`src/rtl/enc_speed_meter.sv`:
```
// enc_speed_meter: quadrature encoder front end for one motor.
// Synchronises A/B/I, decodes 4x quadrature into a wrapping signed position,
// accumulates a saturating per-window speed, and flags stalls, index pulses
// and illegal A/B transitions. All outputs are registered.
module enc_speed_meter #(
  parameter int K_CNT_W     = 16,
  parameter int K_WIN_W     = 16,
  parameter int K_STALL_WIN = 4
) (
  input  logic                      i_clk,
  input  logic                      i_rst_n,
  input  logic                      i_enc_a,
  input  logic                      i_enc_b,
  input  logic                      i_enc_i,
  input  logic                      i_enc_pol,
  input  logic                      i_idx_clr_en,
  input  logic                      i_tick,
  input  logic [K_WIN_W-1:0]        i_window,
  input  logic                      i_clr,
  output logic signed [K_CNT_W-1:0] o_position,
  output logic signed [K_CNT_W-1:0] o_speed,
  output logic                      o_speed_valid,
  output logic                      o_dir,
  output logic                      o_stall,
  output logic                      o_index_seen,
  output logic                      o_err
);

  localparam logic [K_CNT_W-1:0] CNT_MAX = {1'b0, {(K_CNT_W-1){1'b1}}};
  localparam logic [K_CNT_W-1:0] CNT_MIN = {1'b1, {(K_CNT_W-1){1'b0}}};

  logic [1:0]         a_sync;
  logic [1:0]         b_sync;
  logic [1:0]         i_sync;
  logic [1:0]         prev_ab;
  logic               prev_i;

  logic [1:0]         cur_pair;
  logic [1:0]         prev_pair;
  logic [1:0]         phase_diff;
  logic               step_up;
  logic               step_dn;
  logic               step_bad;
  logic               idx_rise;

  logic [K_CNT_W-1:0] pos_q;
  logic [K_CNT_W-1:0] acc_q;
  logic [K_CNT_W-1:0] speed_q;
  logic [K_CNT_W:0]   step_ext;
  logic [K_CNT_W:0]   acc_sum;
  logic [K_CNT_W-1:0] acc_sat;

  logic [K_WIN_W-1:0] tick_cnt;
  logic               win_en;
  logic               win_end;

  logic [7:0]         stall_cnt;
  logic [7:0]         stall_next;

  // Gray-coded quadrature phase to a 0..3 binary phase index.
  function automatic logic [1:0] gray2bin(input logic [1:0] g);
    return {g[1], g[1] ^ g[0]};
  endfunction

  // Two-flop synchronisers on the asynchronous encoder pins.
  always_ff @(posedge i_clk or negedge i_rst_n) begin
    if (!i_rst_n) begin
      a_sync <= '0;
      b_sync <= '0;
      i_sync <= '0;
    end else begin
      a_sync <= {a_sync[0], i_enc_a};
      b_sync <= {b_sync[0], i_enc_b};
      i_sync <= {i_sync[0], i_enc_i};
    end
  end

  // Previous synchronised pin state; raw A/B kept so a polarity change never fakes a step.
  always_ff @(posedge i_clk or negedge i_rst_n) begin
    if (!i_rst_n) begin
      prev_ab <= '0;
      prev_i  <= 1'b0;
    end else begin
      prev_ab <= {a_sync[1], b_sync[1]};
      prev_i  <= i_sync[1];
    end
  end

  // Step decode: phase difference +1 forward, -1 reverse, 2 means both bits flipped.
  always_comb begin
    cur_pair   = i_enc_pol ? {b_sync[1], a_sync[1]} : {a_sync[1], b_sync[1]};
    prev_pair  = i_enc_pol ? {prev_ab[0], prev_ab[1]} : prev_ab;
    phase_diff = gray2bin(cur_pair) - gray2bin(prev_pair);
    step_up    = (phase_diff == 2'd1);
    step_dn    = (phase_diff == 2'd3);
    step_bad   = (phase_diff == 2'd2);
    idx_rise   = i_sync[1] & ~prev_i;
  end

  // Saturating accumulator add and window-end detection.
  always_comb begin
    step_ext = '0;
    if (step_up) begin
      step_ext = (K_CNT_W+1)'(1);
    end else if (step_dn) begin
      step_ext = '1;
    end
    acc_sum = {acc_q[K_CNT_W-1], acc_q} + step_ext;
    if (acc_sum[K_CNT_W] != acc_sum[K_CNT_W-1]) begin
      acc_sat = acc_sum[K_CNT_W] ? CNT_MIN : CNT_MAX;
    end else begin
      acc_sat = acc_sum[K_CNT_W-1:0];
    end
    win_en  = (i_window != '0);
    win_end = win_en && i_tick && (tick_cnt >= (i_window - K_WIN_W'(1)));
    if (acc_sat != '0) begin
      stall_next = '0;
    end else if (stall_cnt == 8'hFF) begin
      stall_next = stall_cnt;
    end else begin
      stall_next = stall_cnt + 8'd1;
    end
  end

  // Wrapping position counter; an index clear discards a coincident step.
  always_ff @(posedge i_clk or negedge i_rst_n) begin
    if (!i_rst_n) begin
      pos_q <= '0;
    end else if (i_clr) begin
      pos_q <= '0;
    end else if (idx_rise && i_idx_clr_en) begin
      pos_q <= '0;
    end else if (step_up) begin
      pos_q <= pos_q + K_CNT_W'(1);
    end else if (step_dn) begin
      pos_q <= pos_q - K_CNT_W'(1);
    end
  end

  // Direction of the most recent valid step.
  always_ff @(posedge i_clk or negedge i_rst_n) begin
    if (!i_rst_n) begin
      o_dir <= 1'b0;
    end else if (step_up) begin
      o_dir <= 1'b1;
    end else if (step_dn) begin
      o_dir <= 1'b0;
    end
  end

  // Sticky error and index flags.
  always_ff @(posedge i_clk or negedge i_rst_n) begin
    if (!i_rst_n) begin
      o_err        <= 1'b0;
      o_index_seen <= 1'b0;
    end else if (i_clr) begin
      o_err        <= 1'b0;
      o_index_seen <= 1'b0;
    end else begin
      if (step_bad) o_err <= 1'b1;
      if (idx_rise) o_index_seen <= 1'b1;
    end
  end

  // Measurement window: tick counter, accumulator and latched speed.
  always_ff @(posedge i_clk or negedge i_rst_n) begin
    if (!i_rst_n) begin
      tick_cnt      <= '0;
      acc_q         <= '0;
      speed_q       <= '0;
      o_speed_valid <= 1'b0;
    end else begin
      o_speed_valid <= win_end && !i_clr;
      if (i_clr) begin
        tick_cnt <= '0;
        acc_q    <= '0;
        speed_q  <= '0;
      end else if (!win_en) begin
        tick_cnt <= '0;
        acc_q    <= '0;
      end else if (win_end) begin
        speed_q  <= acc_sat;
        acc_q    <= '0;
        tick_cnt <= '0;
      end else begin
        acc_q <= acc_sat;
        if (i_tick) tick_cnt <= tick_cnt + K_WIN_W'(1);
      end
    end
  end

  // Consecutive zero-speed window counter and stall flag, updated with the speed.
  always_ff @(posedge i_clk or negedge i_rst_n) begin
    if (!i_rst_n) begin
      stall_cnt <= '0;
      o_stall   <= 1'b0;
    end else if (i_clr) begin
      stall_cnt <= '0;
      o_stall   <= 1'b0;
    end else if (win_end) begin
      stall_cnt <= stall_next;
      o_stall   <= (stall_next >= 8'(K_STALL_WIN));
    end
  end

  assign o_position = pos_q;
  assign o_speed    = speed_q;

endmodule
```
`config.mk`:
```
export PLATFORM = sky130hd
export DESIGN_NAME = enc_speed_meter
export DESIGN_NICKNAME = d
export VERILOG_FILES = /design/src/rtl/enc_speed_meter.sv
export SDC_FILE = /design/constraint.sdc
export NUM_CORES = 1
export LEC_CHECK = 0
export CELL_PAD_IN_SITES_DETAIL_PLACEMENT = 1
export CELL_PAD_IN_SITES_GLOBAL_PLACEMENT = 2
export CORE_MARGIN = 3
export CORE_UTILIZATION = 38
export DETAILED_ROUTE_END_ITERATION = 10
export PLACE_DENSITY = 0.87
export SETUP_SLACK_MARGIN = 0.1
export SLEW_MARGIN = 15
export SYNTH_ARGS = -nofsm -noshare
export SYNTH_HDL_FRONTEND = slang
export SYNTH_SLANG_ARGS = --single-unit
export TNS_END_PERCENT = 1
```
`constraint.sdc`:
```
create_clock -name i_clk -period 6.55 [get_ports i_clk]
set_input_delay 1.965 -clock i_clk [delete_from_list [all_inputs] [get_ports i_clk]]
set_output_delay 1.965 -clock i_clk [all_outputs]
set_load 0.02 [all_outputs]
```
**After elaboration in Yosys (flattened, before gate mapping)**

Cells that the tools add are included.

- Register bits: 86
- Input port bits: 25
- Output and inout bits: 37
- Word-level logic and storage cells: 80

- Add/sub/neg operators: 7
- Order comparisons: 2
- Equality and inequality tests: 6
- Muxes and demuxes: 32
- Bitwise gates (word level): 4
- Reduce and logical (&&, ||, !) cells: 14

Operators with widths:

| cell | count |
|---|---|
| 16-bit 2-to-1 mux | 16 |
| 17-bit 2-to-1 mux | 2 |
| 16-bit by 1-bit adder with 16-bit output (second input constant) | 2 |
| 8-bit 2-to-1 mux | 4 |
| 16-bit nonzero test | 2 |
| 16-bit by 1-bit subtractor with 16-bit output (second input constant) | 2 |
| 17-bit adder | 1 |
| 16-bit greater-or-equal comparator | 1 |
| 2-bit nonzero test | 5 |
| 8-bit by 1-bit adder with 8-bit output (second input constant) | 1 |
| 8-bit == test (second input constant) | 1 |
| 8-bit by 3-bit greater-or-equal comparator with 1-bit output (second input constant) | 1 |
| 1-bit 2-to-1 mux | 8 |
| 2-bit == test (second input constant) | 2 |
| 1-bit logical AND | 4 |
| 2-bit 2-to-1 mux | 2 |
| 4-bit by 3-bit != test with 1-bit output (second input constant) | 1 |
| 4-bit nonzero test | 1 |
| 2-bit by 1-bit == test with 1-bit output (second input constant) | 1 |
| 2-bit AND reduction | 1 |
| 2-bit subtractor | 1 |
| 1-bit XOR | 2 |
| 1-bit AND | 1 |
| 1-bit logical NOT | 1 |
| 2 further kinds | 2 |

**Logic depth before layout (Yosys ltp)**

Gate-level depths: netlist (run 1).

- Depth in word-level cells: 14
- Mapped depth: 19
- Mapped depth without buffers: 18

**Worst setup path before layout (run 1)**

OpenSTA, ideal clock, no wires.

- Kind: input to register
- From: in i_window[0]
- To: reg stall_cnt[5]
- Setup time: 0.118 ns
- Data arrival time: 5.711 ns
- Data required time: 6.432 ns
- Slack: 0.721 ns
- Stages: 19
- Path buffers: 1
- Path through: inv_1 -> ha_1 -> nor3b_1 -> nor3b_1 -> nand3b_1 -> nor3_1 -> xnor2_1 -> ha_1 -> a21o_1 -> a21oi_1 -> or3b_2 -> or4_1 -> nand2_1 -> nor3b_1 -> and4_1 -> nand4_4 -> buf_6 -> o21bai_1 -> a21o_1

- Word-level cells in the longest chain between the ends: 4

Ends and longest elaborated chain:

| what | line | text |
|---|---|---|
| start: declaration | 18 | `input logic [K_WIN_W-1:0] i_window,` |
| 16-bit by 1-bit subtractor with 16-bit output or 16-bit nonzero test (tied branches) | 115, 114 |  |
| 16-bit greater-or-equal comparator or 1-bit logical AND (tied branches) | 115 | `win_end = win_en && i_tick && (tick_cnt >= (i_window - K_WIN_W'(1)));` |
| 1-bit logical AND * | 115 |  |
| 2-bit nonzero test (no source line) * | - |  |
| end signal: assignment | 201 | `stall_cnt <= stall_next;` |
| end: declaration | 57 | `logic [7:0] stall_cnt;` |

Every way passes the cells marked *; elsewhere a longest branch is shown, timed or not.
A chain may end at the register's enable or synchronous reset.

**Worst setup path in the final report (run 1)**

- From: in i_window[2]
- To: reg stall_cnt[0]

Same word-level chain as after synthesis.

==> flow_summary_export.csv, run 1 <==
group,metric,value,unit
die,core,0.0147,mm²
routing,ant_nets,0,
run,drv_cap,0,
critical_path,crit_arrival,6400,ps
finish,seqCellArea,0.00215,mm²
finish,nets,799,
critical_path,crit_type,"primary input to register",
clocking,cts-resized-gates,0,
logic_synthesis,synth_ff_type,"dfrtp_1",
logic_synthesis,synthesis.nets,730,
clocking,clock_sinks,86,
logic_synthesis,synth_top_family_by_area,"simple AND/OR/NAND/NOR gates",
sta,rsz0062_at_grt,"false",
critical_path,worstSetupEndpointType,"register",
clocking,ctsHtreeMaxLevel,3,
routing,drtIter0Drc,201,
placed_design,gp_congestion,0.831,
routing,wl,15500,µm
logic_synthesis,yosys.area_share.simple,0.228,
finish,syn_to_final_growth,20.4,%
clocking,postCtsSetupBuffers,0,
critical_path,setup.worst_path.start_class,"primary input",
global_routing,grt_pass1_wl,26000,µm
routing,first_pass_iters,4,
logic_synthesis,ys_types,66,
logic_synthesis,synthArstFlopShare,1.00,
logic_synthesis,syn_inst,658,
logic_synthesis,syn_area,0.00578,mm²
routing,avgViaCountPerCell,5.61,
clocking,cts_made_buffers,9,
logic_synthesis,synthMuxAreaShare,0.00887,
global_routing,grt_max_degree,68,
critical_path,cp.required,6780,ps
placed_design,dpl_cell_area,0.00666,mm²
sta,layout_min_cycle_time,6170,ps
power,cellLeakagePower,3.17,nW
run_status,status,"complete, no violations",
global_routing,track_usage,0.192,
placed_design,hpwl,12000,µm
logic_synthesis,synth_enable_flop_cells,0,
global_routing,antenna_found_initial,0,
logic_synthesis,synth_fa_ha_area_frac,0.105,
sta,drv_slew,0,
placed_design,numPortBuffers,61,
die,fp-row-count,44,
clocking,insertion_delay,340,ps
die,initial_core_util,0.394,
die,die_y,129,µm
critical_path,path_max_fanout,15,
routing,num_vias,5127,
global_routing,gr-total-overflow,0,
clocking,path_clk_slew,60,ps
sta,period_share,0.942,
power,ir_drop,0.000146,V
sta,max_slew_margin,0.353,
sta,setup_violations,0,
logic_synthesis,yosys.area.top_type,"dfrtp_1",
critical_path,reg2reg_slack,1450,ps
sta,tightest_slew,971,ps
logic_synthesis,ys.warnings.count,0,
sta,finClkSkew,5.54,ps
finish,multi_input_area,0.00348,mm²
finish,fill_cells,1722,
hold_path,hold_class,"register to register",
die,die_w,129,µm
logic_synthesis,synth_area_leaders,"dfrtp_1 (37%), ha_1 (10%), nor2_1 (5.6%)",
global_routing,first_global_vias,5412,
logic_synthesis,yosysSeqAreaShare,0.372,
logic_synthesis,avgSynthCellArea,8.79,µm²
logic_synthesis,yosys.area_share.xor_xnor,0.0764,
routing,drc,0,
finish,finalNonFillerCells,914,
logic_synthesis,synth_compound_area_frac,0.183,
logic_synthesis,synth_top_area_share,0.372,
clocking,cts_tree,"built",
clocking,hold_buffers,0,
finish,num_antenna_cells,0,
sta,hold_viol_final,0,
clocking,clockRootBuffer,"clkbuf_16",
die,dieArea,0.0167,mm²
placed_design,dpl.cell_count,900,
logic_synthesis,yosys_register_bits,86,
die,ios,62,
finish,postLayoutCellArea,0.00697,mm²
power,powerDensity,355,mW/mm²
clocking,clock_path_buffers,2,
routing,wl_per_cell,17.0,µm
finish,drive_gt1_frac,0.0671,
sta,clock.fmax,0.162,GHz
## cell usage after synthesis (all sizes together), types with 7 or more instances
library cell	number
xnor2	27
a211oi	8
inv	14
nor3b	7
and3	15
nand3	17
nor4	7
a21oi	43
clkbuf	11
a21o	15
a31oi	8
nor3	16
o21ai	56
nand2b	7
dfrtp	86
xor2	18
nand2	66
nor2b	12
ha	46
buf	10
and2	9
nor2	87
## sequential cells by signal (all words and copies together), names as in the netlist
name / count
tick_cnt: 16
prev_ab: 2
i_sync: 2
o_index_seen: 1
prev_i: 1
b_sync: 2
acc_q: 16
o_speed: 16
o_position: 16
o_speed_valid: 1
o_stall: 1
a_sync: 2
o_dir: 1
o_err: 1
stall_cnt: 8
## layout by cell type (no fill, tap or decap), drive strengths merged, types with 5 or more instances in the layout
master	count
clkbuf	10
a211oi	8
a21oi	43
nand3	17
and3	15
nor4	7
nand4	6
nor2	87
dfrtp	86
o31ai	5
xnor2	27
nor3	16
nor2b	12
ha	46
clkdlybuf4s50	60
nor3b	7
a21o	15
and2	9
nand2b	7
buf	19
a31oi	8
nand2	66
inv	14
xor2	18
o21ai	56
## cell type report
| type | count | area share |
|---|---|---|
| Multi-Input combinational cell | 537 | 0.499 |
| Sequential cell | 86 | 0.309 |
| Timing Repair Buffer | 79 | 0.107 |
| Clock buffer | 10 | 0.0343 |
| Tap cell | 184 | 0.0330 |
| Clock inverter | 4 | 0.0104 |
| Inverter | 14 | 0.00754 |
## layer usage
| metal | part of all wire | track usage | routed length, µm | vias to the layer above |
|---|---|---|---|---|
| met5 | 0 | 0 | 0 | - |
| met4 | 0.025 | 0.0766 | 384 | 0 |
| met3 | 0.029 | 0.0218 | 457 | 27 |
| met2 | 0.50 | 0.338 | 7800 | 96 |
| met1 | 0.44 | 0.239 | 6870 | 2514 |
| li1 | - | - | - | 2490 |
## where the power goes
| group | switching (mW) | total, mW | internal, mW |
|---|---|---|---|
| Sequential | 0.0652 | 0.675 | 0.609 |
| Combinational | 0.726 | 1.25 | 0.523 |
| Clock | 0.211 | 0.551 | 0.340 |
## worst paths after layout
path                             start       endpoint  cells after the start
max in group asynchronous      i_rst_n  o_position[4]                      2
min in group asynchronous      i_rst_n       acc_q[5]                      1
min                          b_sync[0]      b_sync[1]                      0
min reg2reg                  b_sync[0]      b_sync[1]                      0
max reg2reg                  a_sync[1]   stall_cnt[0]                     16
max                        i_window[2]   stall_cnt[0]                     19
## critical path: stages
cell,delay [ps]
clkdlybuf4s50_1,470
nor3_1,330
nand2b_1,110
or3_1,360
nor4_1,260
buf_4,200
nand2_1,60
xor2_1,150
ha_1,190
a21o_1,160
a21oi_1,200
or3b_2,480
or4_1,480
nand2_1,120
nor3b_1,60
and4_1,230
nand4_4,190
o21bai_1,120
mux2_2,270
## stage by stage
| step | setup WS [ps] | util | hold slack, ps | power, mW | TNS, ps |
|---|---|---|---|---|---|
| after floorplan | 721 | - | 331 | 1.56 | 0 |
| after global placement | 146 | 0.453 | 334 | 1.88 | 0 |
| after CTS | 345 | 0.474 | 353 | 2.50 | 0 |
| after global routing | 107 | 0.474 | 362 | 2.67 | 0 |
| after detailed placement | -14.0 | 0.453 | 340 | 1.93 | -14.0 |
| final | 382 | 0.474 | 354 | 2.47 | 0 |
## kinds of logic after synthesis
| family | count (synthesis) |
|---|---|
| fa+ha+maj | 48 |
| compound gates | 168 |
| buf+inv | 35 |
| xor+xnor | 47 |
| flops | 86 |
| simple gates | 269 |
| mux | 5 |
No activity file was read; power rests on OpenSTA's default activity.
==> inputs of run 2 (changes only) <==
- PLACE_DENSITY: 0.87 -> unset
- PLACE_DENSITY_LB_ADDON: unset -> 0.1
==> flow_summary_export.csv, run 2 (synthesized netlist as in run 1, its figures left out) <==
group,metric,value,unit
clocking,cts_made_buffers,9,
placed_design,place_ws,-10.5,ps
critical_path,r2r-start,"a_sync[1]",
critical_path,path_max_fanout,15,
die,initial_core_util,0.394,
hold_path,hold_class,"register to register",
placed_design,hpwl,12000,µm
finish,drive_gt1_frac,0.0709,
critical_path,crit_start,"i_window[0]",
routing,wl_per_cell,17.0,µm
critical_path,worstSetupEndpointType,"register",
finish,nets,800,
sta,layout_min_cycle_time,6070,ps
die,fp-row-count,44,
sta,period_share,0.926,
critical_path,path_cells,"clkdlybuf4s50_1 > inv_1 > ha_1 > nor3b_1 > nor3b_2 > nand3b_1 > nor3_1 > xnor2_1 > ha_1 > a21o_1 > a21oi_1 > or3b_2 > or4_1 > nand2_1 > nor3b_1 > and4_1 > nand4_4 > o21bai_1 > mux2_2",
global_routing,track_usage,0.195,
sta,rsz0062_at_grt,"false",
critical_path,cp_top_family,"simple AND/OR/NAND/NOR gates",
die,core,0.0147,mm²
die,ios,62,
power,cellLeakagePower,3.19,nW
sta,hold_viol_final,0,
placed_design,dpl_cell_area,0.00666,mm²
sta,tightest_slew,984,ps
global_routing,antenna_found_initial,0,
sta,drv_slew,0,
sta,finClkSkew,8.27,ps
routing,first_pass_iters,4,
placed_design,gp_congestion,0.865,
routing,avgViaCountPerCell,5.54,
critical_path,critical_path_buf_inv_count,2,
finish,postLayoutCellArea,0.00702,mm²
hold_path,hold_start,"i_sync[0]",
clocking,ctsHtreeMaxLevel,3,
sta,clock.fmax,0.165,GHz
critical_path,max_stage_delay,490,ps
clocking,clock_sinks,86,
clocking,clockRootBuffer,"clkbuf_16",
global_routing,grt_pass1_wl,26200,µm
critical_path,crit_slowest_cell,"or4_1",
global_routing,gr-total-overflow,0,
routing,num_vias,5082,
sta,hold_ws,352,ps
global_routing,grt_max_degree,56,
routing,ant_nets,0,
run,drv_cap,0,
critical_path,setup.worst_path.start_class,"primary input",
global_routing,first_global_vias,5366,
routing,drc,0,
die,die_y,129,µm
routing,drtIter0Drc,190,
sta,worst_slack,484,ps
sta,max_slew_margin,0.344,
finish,final_cell_mix,"nor2_1 (86), dfrtp_1 (86), nand2_1 (66)",
die,dieArea,0.0167,mm²
routing,wl,15600,µm
placed_design,numPortBuffers,61,
power,powerDensity,357,mW/mm²
clocking,cts_tree,"built",
clocking,insertion_delay,350,ps
die,die_w,129,µm
finish,syn_to_final_growth,21.3,%
critical_path,cp.required,6790,ps
clocking,path_clk_slew,70,ps
critical_path,crit_type,"primary input to register",
power,ir_drop,0.000157,V
run_status,status,"complete, no violations",
clocking,hold_buffers,0,
clocking,clock_path_buffers,2,
sta,setup_violations,0,
sta,fin_setup_tns,0,ps
critical_path,crit_arrival,6300,ps
finish,num_antenna_cells,0,
run 2: cell count changes in the layout (fill, tap and decap cells not counted):
cell       before  now
nor3b_2         0    1
clkbuf_1        0    1
clkinv_2        1    0
buf_4          19   20
nor3b_1         7    6
bufinv_16       2    3
clkinv_4        0    1
run 2: repair_timing:
action,4_1_cts,5_1_grt
setup endpoints to repair,0,4
resized for setup,0,1
setup buffers,0,0
run 2: worst register-to-register path, cell delays in order, from the launching register on:
cell      delay (ps)
dfrtp_1          460
xnor2_1          160
ha_1             690
or2_2            500
o22ai_4          330
buf_4            290
ha_1             350
a21o_1           250
nand2b_1         180
a21oi_1          240
o211ai_1         180
xnor2_1          330
nor3b_1          280
and4_1           280
nand4_4          230
o21bai_1         280
mux2_2           190
run 2: layout make-up:
| class | instances | area, µm² |
|---|---|---|
| Inverter | 14 | 52.6 |
| Clock inverter | 5 | 106 |
| Multi-Input combinational cell | 537 | 3480 |
| Clock buffer | 11 | 243 |
| Sequential cell | 86 | 2150 |
| Fill cell | 1725 | 7680 |
| Timing Repair Buffer | 80 | 751 |
| Tap cell | 184 | 230 |
run 2: per-layer routing:
metal  routed length [µm]  global-route usage  vias up
met1                 7050               0.242     2493
met3                  501              0.0416       20
met4                  276              0.0513        0
met2                 7780               0.345       85
met5                    0                   0        -
li1                     -                   -     2484
run 2: final timing paths:
check | endpoint | depth (start not counted) | slack [ps]
min in group asynchronous | acc_q[7] | 1 | 1570
max in group asynchronous | o_position[6] | 2 | 3880
hold reg to reg | i_sync[1] | 0 | 350
setup reg to reg | stall_cnt[0] | 16 | 1280
hold / removal | i_sync[1] | 0 | 350
setup / recovery | stall_cnt[0] | 19 | 480
run 2: power by group:
part,leakage (nW),switching (mW),internal [mW]
Clock,0.166,0.221,0.384
Sequential,1.15,0.0681,0.609
Combinational,1.87,0.712,0.511
run 2: per-stage QoR:
| stage | power, mW | utilization | cells |
|---|---|---|---|
| after CTS | 2.53 | 0.477 | 917 |
| final | 2.51 | 0.477 | 917 |
| after floorplan | 1.56 | - | 658 |
| after detailed placement | 1.91 | 0.453 | 901 |
| after global routing | 2.70 | 0.477 | 917 |
| after global placement | 1.88 | 0.453 | 901 |
==> inputs of run 3 (changes only) <==
--- a/config.mk
+++ b/config.mk
@@ -14,2 +14,3 @@
 export SETUP_SLACK_MARGIN = 0.1
+export SKIP_CTS_REPAIR_TIMING = 1
 export SLEW_MARGIN = 15
==> constraint.sdc (replaced) <==
create_clock -name i_clk -period 6.55 [get_ports i_clk]
set_input_delay 0.655 -clock i_clk [delete_from_list [all_inputs] [get_ports i_clk]]
set_output_delay 0.655 -clock i_clk [all_outputs]
set_load 0.02 [all_outputs]
==> flow_summary_export.csv, run 3 (synthesized netlist as in run 1, its figures left out) <==
group,metric,value,unit
finish,syn_to_final_growth,18.3,%
routing,wl,15300,µm
global_routing,grt_use_met3,0.0429,
routing,drc,0,
critical_path,reg2reg_slack,1530,ps
global_routing,first_global_vias,5369,
global_routing,gr-total-overflow,0,
run_status,status,"complete, no violations",
run,drv_cap,0,
sta,setup_violations,0,
power,power,2.36,mW
sta,clock.fmax,0.189,GHz
finish,fill_cells,1746,
finish,num_antenna_cells,0,
critical_path,worstSetupEndpointType,"register",
sta,rsz0062_at_grt,"false",
sta,drv_slew,0,
routing,num_vias,5018,
critical_path,path_max_fanout,17,
global_routing,grtUsageMet1,0.236,
routing,ant_nets,0,
power,powerDensity,345,mW/mm²
finish,finalNonFillerCells,905,
placed_design,dpl.cell_count,890,
critical_path,crit_start,"i_window[2]",
critical_path,setup.worst_path.start_class,"primary input",
placed_design,gp_congestion,0.847,
die,initial_core_util,0.394,
global_routing,track_usage,0.192,
routing,drtIter0Drc,192,
sta,layout_min_cycle_time,5280,ps
placed_design,hpwl,11600,µm
global_routing,grt_max_degree,57,
clocking,clock_sinks,86,
sta,finClkSkew,10.8,ps
sta,fin_setup_tns,0,ps
clocking,cts_tree,"built",
clocking,path_clk_slew,70,ps
finish,nets,789,
critical_path,crit_type,"primary input to register",
critical_path,cp.required,6810,ps
placed_design,numPortBuffers,61,
clocking,insertion_delay,350,ps
global_routing,grt.busiest_layer,"met2",
die,dieArea,0.0167,mm²
critical_path,rr_worst_depth,17,
routing,first_pass_iters,4,
die,die_w,129,µm
sta,hold_viol_final,0,
routing,wl_per_cell,16.9,µm
die,die_y,129,µm
die,fp-row-count,44,
sta,worst_slack,1270,ps
clocking,ctsHtreeMaxLevel,3,
clocking,clock_path_buffers,2,
clocking,cts_made_buffers,9,
finish,drive_gt1_frac,0.0541,
die,ios,62,
die,core,0.0147,mm²
critical_path,reg2reg_to,"stall_cnt[0]",
placed_design,place_ws,900,ps
clocking,clockRootBuffer,"clkbuf_16",
global_routing,antenna_found_initial,0,
global_routing,grt_util_met2,0.342,
power,ir_drop,0.000130,V
sta,tightest_slew,743,ps
power,cellLeakagePower,3.09,nW
hold_path,hold_class,"primary input to asynchronous set/reset pin",
routing,avgViaCountPerCell,5.54,
sta,max_slew_margin,0.500,
sta,period_share,0.806,
finish,fin_util,0.466,
critical_path,r2r-start,"a_sync[1]",
critical_path,crit_arrival,5530,ps
finish,final_cell_mix,"nor2_1 (86), dfrtp_1 (86), nand2_1 (66)",
global_routing,grt_pass1_wl,26000,µm
-- run 3: area by class of cell --
type / count / area, µm² / area share
multi-input combinational: 537 / 3480 / 0.509
clock inverter: 4 / 25.0 / 0.00366
timing repair buffer: 69 / 668 / 0.0976
tap: 184 / 230 / 0.0336
clock buffer: 11 / 233 / 0.0340
sequential: 86 / 2150 / 0.314
inverter: 14 / 52.6 / 0.00768
-- run 3: worst max-delay path by stage --
stage                        end  slack [ps]  cells past startpoint
finish              tick_cnt[15]        1270                     19
global route        tick_cnt[15]         800                     19
CTS                 tick_cnt[15]        1230                     20
detailed placement  tick_cnt[15]         900                     20
global placement    tick_cnt[14]        1060                     19
floorplan           stall_cnt[5]        2030                     19
-- run 3: stage by stage --
step	cell area [µm²]	hold slack (ps)
2_1_floorplan	5780	331
3_3_place_gp	6590	333
3_5_place_dp	6590	337
4_1_cts	6840	254
5_1_grt	6840	275
6_report	6840	244
-- run 3: critical path: stages --
cell	delay, ps
clkdlybuf4s50_1	460
nor3_1	310
nand2b_1	110
or3_1	360
nor4_1	580
nand2_1	130
xor2_1	180
ha_1	310
a21oi_1	140
a21boi_0	90
or3b_2	460
or4_1	480
nand2_1	250
nand2_1	80
buf_4	200
nor2_1	230
buf_4	210
nand4_1	100
o21ai_0	180
-- run 3: routing by layer --
metal,wire length [µm],vias to the layer above,share of wire
met1,6930,2445,0.45
met4,223,0,0.015
li1,-,2469,-
met3,536,17,0.035
met2,7590,87,0.50
met5,0,-,0
-- run 3: report_power, final --
part	switching, mW	total, mW	internal [mW]
clock	0.210	0.464	0.254
combinational	0.714	1.22	0.504
sequential	0.0665	0.676	0.609
total	0.990	2.36	1.37
